===== src/rtl/cdr_phase_picker.sv =====
// 4x-oversampled CDR phase picker: edge detect, filtered phase pointer, 0/1/2-bit emission.
// Optional vote filter enabled by defining CDR_PICKER_FILTER_EN; without it every vote steps.
module cdr_phase_picker #(
  parameter int LOCK_CNT = 4
) (
  input  logic       clk,
  input  logic       rst,
  input  logic       in_valid,
  input  logic [3:0] in_data,
  output logic       out_valid,
  output logic [1:0] out_count,
  output logic [1:0] out_data,
  output logic [1:0] out_phase
);

  if (LOCK_CNT < 1) begin : g_lock_cnt_check
    $error("LOCK_CNT must be >= 1");
  end

  logic [1:0] p_q, p_d;
  logic       prev_s3_q, prev_s3_d;
  logic       out_valid_q, out_valid_d;
  logic [1:0] out_count_q, out_count_d;
  logic [1:0] out_data_q, out_data_d;

  logic [3:0] e;
  logic       has_edge;
  logic [1:0] pos, target, diff;
  logic       vote_up, vote_dn;
  logic       step_up, step_dn;

`ifdef CDR_PICKER_FILTER_EN
  localparam int CW = $clog2(LOCK_CNT + 1);
  logic [CW-1:0] cnt_q, cnt_d, cnt_inc;
  // dir_q = 1 means the last vote was "up"
  logic          dir_q, dir_d;
`endif

  always_comb begin
    e        = {in_data[3] ^ in_data[2], in_data[2] ^ in_data[1],
                in_data[1] ^ in_data[0], in_data[0] ^ prev_s3_q};
    has_edge = |e;
    pos      = 2'd0;
    for (int i = 3; i >= 0; i--) begin
      if (e[i]) pos = 2'(i);
    end
    // Eye centre sits two samples after the data transition.
    target  = pos + 2'd2;
    diff    = target - p_q;
    vote_up = has_edge && (diff == 2'd1);
    vote_dn = has_edge && (diff == 2'd3);
    step_up = 1'b0;
    step_dn = 1'b0;
`ifdef CDR_PICKER_FILTER_EN
    cnt_d   = cnt_q;
    dir_d   = dir_q;
    cnt_inc = '0;
    if (in_valid) begin
      if (vote_up || vote_dn) begin
        if (vote_up == dir_q) begin
          cnt_inc = cnt_q + 1'b1;
        end else begin
          cnt_inc = CW'(1);
          dir_d   = vote_up;
        end
        if (cnt_inc == CW'(LOCK_CNT)) begin
          cnt_d   = '0;
          step_up = vote_up;
          step_dn = vote_dn;
        end else begin
          cnt_d = cnt_inc;
        end
      end else if (has_edge) begin
        cnt_d = '0;
      end
    end
`else
    step_up = in_valid && vote_up;
    step_dn = in_valid && vote_dn;
`endif
  end

  always_comb begin
    p_d         = p_q;
    prev_s3_d   = prev_s3_q;
    out_count_d = 2'd0;
    out_data_d  = out_data_q;
    if (step_up)      p_d = p_q + 2'd1;
    else if (step_dn) p_d = p_q - 2'd1;
    if (in_valid) begin
      prev_s3_d = in_data[3];
      if (step_up && p_q == 2'd3) begin
        out_count_d = 2'd0;
      end else if (step_dn && p_q == 2'd0) begin
        // Pointer slipped back a UI: emit the previous nibble's last sample too.
        out_count_d = 2'd2;
        out_data_d  = {in_data[3], prev_s3_q};
      end else begin
        out_count_d = 2'd1;
        out_data_d  = {1'b0, in_data[p_d]};
      end
    end
    out_valid_d = (out_count_d != 2'd0);
  end

  always_ff @(posedge clk or posedge rst) begin
    if (rst) begin
      p_q         <= 2'd2;
      prev_s3_q   <= 1'b0;
      out_valid_q <= 1'b0;
      out_count_q <= 2'd0;
      out_data_q  <= 2'd0;
    end else begin
      p_q         <= p_d;
      prev_s3_q   <= prev_s3_d;
      out_valid_q <= out_valid_d;
      out_count_q <= out_count_d;
      out_data_q  <= out_data_d;
    end
  end

`ifdef CDR_PICKER_FILTER_EN
  always_ff @(posedge clk or posedge rst) begin
    if (rst) begin
      cnt_q <= '0;
      dir_q <= 1'b0;
    end else begin
      cnt_q <= cnt_d;
      dir_q <= dir_d;
    end
  end
`endif

  assign out_valid = out_valid_q;
  assign out_count = out_count_q;
  assign out_data  = out_data_q;
  assign out_phase = p_q;

endmodule


===== config.mk =====
export PLATFORM = sky130hd
export DESIGN_NAME = cdr_phase_picker
export DESIGN_NICKNAME = d
export VERILOG_FILES = /design/src/rtl/cdr_phase_picker.sv
export SDC_FILE = /design/constraint.sdc
export NUM_CORES = 1
export LEC_CHECK = 0
export BUFFER_PORTS_ARGS = -buffer_cell sky130_fd_sc_hd__buf_4
export CORE_MARGIN = 2
export CORE_UTILIZATION = 53
export DETAILED_ROUTE_END_ITERATION = 10
export PLACE_DENSITY_LB_ADDON = 0.1
export RECOVER_POWER = 50
export SETUP_SLACK_MARGIN = 0.02
export SYNTH_ARGS = -nofsm -noshare
export SYNTH_HDL_FRONTEND = slang
export SYNTH_SLANG_ARGS = --single-unit

===== constraint.sdc =====
create_clock -name clk -period 2.7 [get_ports clk]
set_input_delay 0.81 -clock clk [delete_from_list [all_inputs] [get_ports clk]]
set_output_delay 0.81 -clock clk [all_outputs]
set_load 0.005 [all_outputs]

After elaboration in Yosys (flattened, before gate mapping) --
Index checks and enable logic that the tools add are counted.
Operators by class: reductions and logical operators 10, bitwise gates (word level) 5, add/sub/neg operators 4, equal/unequal tests 3, mux-type cells 12, $lt $le $gt $ge 1
Operators with widths (number):
- $mux W2 | 10
- $logic_and A1 B1 Y1 | 6
- $eq A2 B2 Y1 const B | 2
- $reduce_or A4 Y1 | 1
- $xor A1 B1 Y1 | 4
- $lt A2 B3 Y1 const B | 1
- $add A2 B1 Y2 const B | 1
- $add A2 B2 Y2 const B | 1
- $bmux W1 S2 | 1
- $eq A2 B1 Y1 const B | 1
- $logic_not A2 Y1 | 1
- $reduce_and A2 Y1 | 1
- $reduce_bool A2 Y1 | 1
- $sub A2 B1 Y2 const B | 1
- $sub A2 B2 Y2 | 1
- $mux W1 | 1
- $not A1 Y1 | 1
Word-level totals: logic and storage cells 40, flip-flop bits (word level) 8, output and inout bits 7

Logic depth before layout (Yosys ltp) --
Gate-level depths: netlist of run 1.
depth after elaboration 15, depth in mapped cells 13, gate-level depth less buffers 12

Worst setup path before layout of run 1 --
OpenSTA, ideal clock, no wires.
path kind in2reg, from input in_data[0], to register out_data_q[0], in the netlist out_data[0], buffers on the path 2, required time 2.574 ns, stages on the path 13, arrival time 2.725 ns, slack -0.151 ns, cell sequence buf_4 > nand2_1 > a21oi_1 > a21oi_1 > ha_1 > buf_6 > or3_4 > a2111oi_4 > nor2_2 > a31oi_2 > o21ai_1 > a32oi_1 > o21ai_1
On the way: longest elaborated chain between the ends 13
RTL lines:
- start: declaration | line 9 | input logic [3:0] in_data,
- $xor A1 B1 Y1 | line 41 | in_data[1] ^ in_data[0], in_data[0] ^ prev_s3_q};
- $mux W2 (2 in series) | line 45 | if (e[i]) pos = 2'(i);
- $add A2 B2 Y2 | line 48 | target = pos + 2'd2;
- $sub A2 B2 Y2 | line 49 | diff = target - p_q;
- $eq A2 B2 Y1 | line 51 | vote_dn = has_edge && (diff == 2'd3);
- $logic_and A1 B1 Y1 | line 51
- $logic_and A1 B1 Y1 | line 79 | step_dn = in_valid && vote_dn;
- $mux W2 | line 89 | else if (step_dn) p_d = p_q - 2'd1;
- $mux W2 | line 88 | if (step_up) p_d = p_q + 2'd1;
- $bmux W1 S2 | line 100 | out_data_d = {1'b0, in_data[p_d]};
- $mux W1 (not written as such) | line 100
- $mux W2 | line 94 | end else if (step_dn && p_q == 2'd0) begin
- end signal: assignment | line 118 | out_data_q <= out_data_d;
- end: declaration | line 24 | logic [1:0] out_data_q, out_data_d;
Several ways; a longest one is shown, not always the timed one. The select of a mux whose other input is x is not followed. A chain may end at the register's enable or synchronous reset.

Worst setup path after layout of run 1 --
from input in_data[3], to register out_data_q[0], in the netlist out_data[0]
On the way: longest elaborated chain between the ends 15
RTL lines:
- $xor A1 B1 Y1 | line 40 | e = {in_data[3] ^ in_data[2], in_data[2] ^ in_data[1],
- $mux W2 (4 in series) | line 45
- $add A2 B2 Y2 | line 48
- $sub A2 B2 Y2 | line 49
- $eq A2 B2 Y1 | line 51
- $logic_and A1 B1 Y1 | line 51
- $logic_and A1 B1 Y1 | line 79
- $mux W2 | line 89
- $mux W2 | line 88
- $bmux W1 S2 | line 100
- $mux W1 (not written as such) | line 100
- $mux W2 | line 94
Several ways; a longest one is shown, not always the timed one. The select of a mux whose other input is x is not followed.

==> results.yml, run 1 <==
grt:
  grt.overflow.total: 0
  antenna_found_initial: 0
  track_usage: 0.2491
  grt_max_degree: 15
  grt_pass1_wl_mm: 3.201
  grt_pass1_vias: 741
synth:
  synthTopCellsByCount: "11 x nor2_1, 7 x dfrtp_1, 7 x inv_1"
  yosys.area.top_type_share: 0.2341
  syn-num-nets: 95
  yosysUniqueCellTypes: 38
  synth_top_cell_by_area: "dfrtp_1"
  synthArstFlopShare: 1.000
  synth.area.top_cells: "dfrtp_1 23%, nor2_1 5.5%, ha_1 5.0%"
  syn_area_per_cell_um2: 8.803
  yosys_warnings: 0
  synthFlopType: "dfrtp_1"
  synth_most_common_cell: "nor2_1"
  synth_edf_count: 0
  syn_inst: 85
  synth-seq-cells: 8
  syn_area_um2: 748.2
  seq_area_frac_synth: 0.2692
worst_setup_path:
  slowest_stage: "or3_4"
  required_ns: 2.84
  ff2ff_path_depth: 9
  slowest_delay_ns: 0.40
  crit_top_cell: "o21ai_1"
  r2r-start: "out_phase[1]"
  cp_max_fo: 7
  path_class: "in -> reg"
  arrival_ns: 2.92
  cp_cell_sequence: "buf_12 -> clkinv_8 -> nand2_4 -> a21oi_4 -> a21oi_2 -> ha_2 -> or3_4 -> a2111oi_4 -> nor2_2 -> a31oi_2 -> o21ai_1 -> a32oi_1 -> o21ai_1"
  path_buf_inv: 2
  r2r_setup_slack_ns: 0.04
  endpoint_kind: "flip-flop"
  critPathTopFamily: "compound AO/OA/AOI/OAI gates"
  critPathLaunchType: "input pin"
  r2r-end: "out_data[0]"
detailed_routing:
  routed_via_density: 6.031
  drc: 0
  wl_per_cell_um: 16.59
  drt_iter0_drc: 29
  num_vias: 784
  routed_wirelength_mm: 2.157
  antenna_left: 0
  first_pass_iters: 4
timing:
  finalCriticalPeriod_ns: 2.782
  rsz0062_at_grt: "yes"
  worstMarginPinSlew_ns: 0.3459
  finalCritPeriodShare: 1.030
  skew_ns: 0.003196
  setup_viol: 1
  final_max_slew_viol_count: 0
  postLayoutSetupSlackWorst_ns: -0.08200
  hold_viol: 0
  max_slew_margin: 0.7686
  fmax_mhz: 359.5
finish:
  syn_to_final_growth_pct: 40.80
  regArea_um2: 201.4
  fin_area_um2: 1054
  antenna-diode-count: 0
  fill_cells: 94
  drive_gt1_frac: 0.4783
  final_cells: 130
  layout.nets: 126
  multi_input_area_um2: 530.5
run_status:
  violations: "setup timing"
  status: "finished with violations"
cts:
  clk_pin_slew_ns: 0.06
  cts_tree: "done"
  numCtsBuffers: 3
  ctsHoldBuffers: 0
  ctsLongestPathBuffers: 2
  cts-htree-levels: 1
  insertion_delay_ns: 0.26
  cts-root-buf: "clkbuf_4"
  cts.sinks: 8
min_path:
  hp-class: "in -> async"
job:
  drv_cap: 0
place:
  dpl_cell_area_um2: 954.7
  gp_congestion: 0.9065
  io_buffer_count: 13
  placed_cells: 123
  dp.final_hpwl_mm: 1.512
floorplanning:
  row_count: 13
  die-area_um2: 1728
  coreArea_um2: 1318
  die_h_um: 41.58
  io_pins: 14
  die-width_um: 41.58
  start_util: 0.5679
pwr:
  power.total_uw: 983.4
  leakage_uw: 0.0004623
  ir_worst_vdd_mv: 0.5947
  power_density_nw_per_um2: 933.4
==> cell usage in the layout (no fill, tap or decap), drive strengths merged, types with 3 or more instances in the layout <==
master | Yosys | layout
buf | 4 | 26
nor2 | 13 | 13
clkbuf | 0 | 8
dfrtp | 7 | 7
inv | 7 | 6
nand2 | 6 | 6
xnor2 | 4 | 4
a21oi | 4 | 4
nand3 | 3 | 3
nand3b | 3 | 3
a32oi | 3 | 3
o21ai | 3 | 3
ha | 3 | 3
==> power breakdown <==
part           internal, µW  switching, µW
clock network          56.8           45.3
registers               162           19.2
logic                   339            361
total                   558            425
==> logic make-up after synthesis <==
family	share of synthesized area
xor gates and xnor gates	0.04682
AOI/OAI and AO/OA	0.2458
DFF	0.2692
and+or+nand+nor	0.2726
adders and majority gates	0.05017
muxes	0.04181
buffers and inverters	0.07359
==> per-layer routing <==
metal	vias to the layer above	track usage	part of all wire
met1	379	0.3233	0.44
li1	373	-	-
met4	0	0.1032	0.019
met3	7	0.08696	0.048
met2	25	0.3750	0.49
met5	-	0	0
==> through the flow <==
step | setup TNS [ns] | hold slack [ns] | setup WS [ns] | utilization
2_1_floorplan | -0.1242 | 0.4890 | -0.1242 | -
3_3_place_gp | -0.2716 | 0.4913 | -0.2127 | 0.7246
3_5_place_dp | -0.4563 | 0.4957 | -0.3203 | 0.7246
4_1_cts | 0 | 0.4949 | 0.05337 | 0.7445
5_1_grt | -0.1693 | 0.5149 | -0.1693 | 0.7996
6_report | -0.08200 | 0.4886 | -0.08200 | 0.7996
==> registers in the layout (all words and copies together) (netlist names) <==
name	flops
out_count	2
out_data	2
out_phase	2
out_valid	1
prev_s3_q	1
==> layout make-up <==
class	count	area share
multi-input combinational	66	0.5036
clock buffer	4	0.02494
sequential	8	0.1912
timing repair buffer	30	0.2257
tap	15	0.01781
inverter	7	0.03682
==> worst max-delay path by stage <==
stage | startpoint | end | slack (ns) | cells past startpoint
after floorplan | in_data[0] | out_data[0] | -0.12 | 13
after global placement | in_data[3] | out_data[0] | -0.21 | 13
after detailed placement | in_data[3] | out_data[0] | -0.32 | 13
after CTS | in_data[3] | out_data[0] | 0.05 | 13
after global routing | in_data[3] | out_data[0] | -0.17 | 13
final | in_data[3] | out_data[0] | -0.08 | 13
==> what timing repair did <==
action | 4_1_cts | 5_1_grt
setup endpoints to repair | 1 | 1
buffers inserted | 0 | 3
pin swaps | 3 | 13
resized for setup | 1 | 15
No activity file was read; power rests on OpenSTA's default activity.
==> run 2: changes to the inputs <==
--- a/config.mk
+++ b/config.mk
@@ -11,6 +11,7 @@
 export DETAILED_ROUTE_END_ITERATION = 10
 export PLACE_DENSITY_LB_ADDON = 0.1
 export RECOVER_POWER = 50
+export REMOVE_ABC_BUFFERS = 1
 export SETUP_SLACK_MARGIN = 0.02
 export SYNTH_ARGS = -nofsm -noshare
 export SYNTH_HDL_FRONTEND = slang
==> run 2 against run 1 <==
Highest routed layer unchanged; wire length rose by 56%; the flow still finishes with violations (setup timing); setup slack worse by 0.20 ns; clock skew rose by 0.0023 ns; largest power group unchanged; clock-buffer cell count unchanged.
==> results.yml, run 2 (synthesized netlist as in run 1, its figures left out) <==
worst_setup_path:
  cp_max_fo: 5
  arrival_ns: 3.14
  critPathLaunchType: "input pin"
  required_ns: 2.86
  path_class: "in -> reg"
  endpoint_kind: "flip-flop"
cts:
  cts-htree-levels: 1
  cts.sinks: 8
  ctsLongestPathBuffers: 2
  cts-root-buf: "clkbuf_4"
  numCtsBuffers: 3
  clk_pin_slew_ns: 0.07
  cts_tree: "done"
  insertion_delay_ns: 0.28
grt:
  grt_pass1_vias: 901
  grt_pass1_wl_mm: 4.091
  antenna_found_initial: 0
  grt_max_degree: 14
  grt.overflow.total: 0
  track_usage: 0.3128
timing:
  postLayoutSetupSlackWorst_ns: -0.2839
  finalCritPeriodShare: 1.105
  fin_tns_setup_ns: -0.3158
  skew_ns: 0.005482
  worstMarginPinSlew_ns: 0.4548
  finalCriticalPeriod_ns: 2.984
  final_max_slew_viol_count: 0
  hold_viol: 0
  rsz0062_at_grt: "yes"
  max_slew_margin: 0.6957
  setup_viol: 2
  fmax_mhz: 335.1
pwr:
  net-switching-power_uw: 526.9
  leakage_uw: 0.0005426
  ir_worst_vdd_mv: 0.6306
  power_density_nw_per_um2: 963.0
  p_sw_frac: 0.4604
  seq_power_share: 0.158
  power_frac_comb: 0.742
  cellInternalPower_uw: 617.7
  pwr-share-clk: 0.099
job:
  drv_cap: 0
place:
  io_buffer_count: 13
  dpl_cell_area_um2: 955.9
  pre_cts_ws_ns: -0.2985
  gp_congestion: 0.8853
  dp.final_hpwl_mm: 1.430
detailed_routing:
  drc: 0
  antenna_left: 0
  wl_per_cell_um: 22.87
  routed_via_density: 6.714
  drt_iter0_drc: 72
  num_vias: 987
  first_pass_iters: 4
  routed_wirelength_mm: 3.362
floorplanning:
  die_h_um: 41.58
  row_count: 13
  coreArea_um2: 1318
  die-width_um: 41.58
  die-area_um2: 1728
  io_pins: 14
  start_util: 0.5679
finish:
  layout.nets: 143
  antenna-diode-count: 0
  syn_to_final_growth_pct: 58.86
  layout_common_cells: "39 x buf_4, 10 x nor2_1, 7 x clkbuf_4, 7 x dfrtp_1"
  drive_gt1_frac: 0.5682
  fin_area_um2: 1189
  layout_commonest_cell: "buf_4"
  fill_cells: 57
run_status:
  violations: "setup timing"
  status: "finished with violations"
min_path:
  hp-class: "in -> async"
## run 2: cell count changes in the layout (fill, tap and decap cells not counted), moves of 2 or more
cell	previous run	this run
buf_8	0	2
nand2_4	2	0
inv_4	0	2
buf_4	24	39
## run 2: power groups by stage
| stage | Sequential, µW | Clock, µW | Combinational, µW |
|---|---|---|---|
| global placement | 180 | 0 | 630 |
| detailed placement | 181 | 0 | 654 |
| floorplan | 201 | 0 | 401 |
| global route | 187 | 119 | 894 |
| finish | 181 | 114 | 850 |
| CTS | 180 | 105 | 713 |
## run 2: layer usage
| metal | up-vias | share of wire | track usage |
|---|---|---|---|
| met5 | - | 0 | 0 |
| met4 | 0 | 0.081 | 0.1226 |
| met3 | 37 | 0.10 | 0.1087 |
| met1 | 446 | 0.36 | 0.3478 |
| li1 | 406 | - | - |
| met2 | 98 | 0.45 | 0.5406 |
## run 2: worst paths after layout
check	to	startpoint	cells after the start	slack, ns
setup / recovery	out_data[0]	in_data[2]	14	-0.28
hold / removal	out_data[1]	rst	2	0.49
setup reg to reg	out_data[0]	prev_s3_q	13	-0.05
hold reg to reg	out_data[1]	out_data[1]	1	0.56
max in group asynchronous	out_phase[1]	rst	2	1.92
min in group clk	out_data[1]	out_data[1]	1	0.56
## run 2: critical path: stages
cell	delay [ns]
buf_8	0.09
inv_4	0.03
a21o_1	0.19
a21oi_2	0.16
ha_2	0.25
buf_6	0.11
buf_4	0.13
nor3b_1	0.31
o32a_1	0.29
nor2_4	0.08
a31oi_4	0.23
o21ai_1	0.10
a32oi_1	0.23
o21ai_1	0.12
## run 2: stage by stage
stage	power (µW)	hold WS, ns	cells	utilization
2_1_floorplan	602.0	0.4890	81	-
3_3_place_gp	809.2	0.4783	125	0.7255
3_5_place_dp	834.5	0.4842	125	0.7255
4_1_cts	997.7	0.4923	146	0.8613
5_1_grt	1200	0.5198	147	0.9022
6_report	1145	0.4853	147	0.9022
## run 2: timing repair
| item | in CTS | in global routing |
|---|---|---|
| gates resized for setup | 8 | 13 |
| setup endpoints to repair | 1 | 1 |
| buffers inserted | 17 | 2 |
| hold buffers | 0 | 0 |
| pin swaps | 10 | 12 |
| endpoints found under the hold margin | 0 | 0 |
## run 2: area by class of cell
type,count,area [µm²],share of cell area
multi-input cells,66,535.5,0.4505
repair buffers,47,375.4,0.3158
flip-flops and latches,8,201.4,0.1695
inverters,7,31.28,0.02632
clock buffers,4,26.28,0.02211
well taps,15,18.77,0.01579
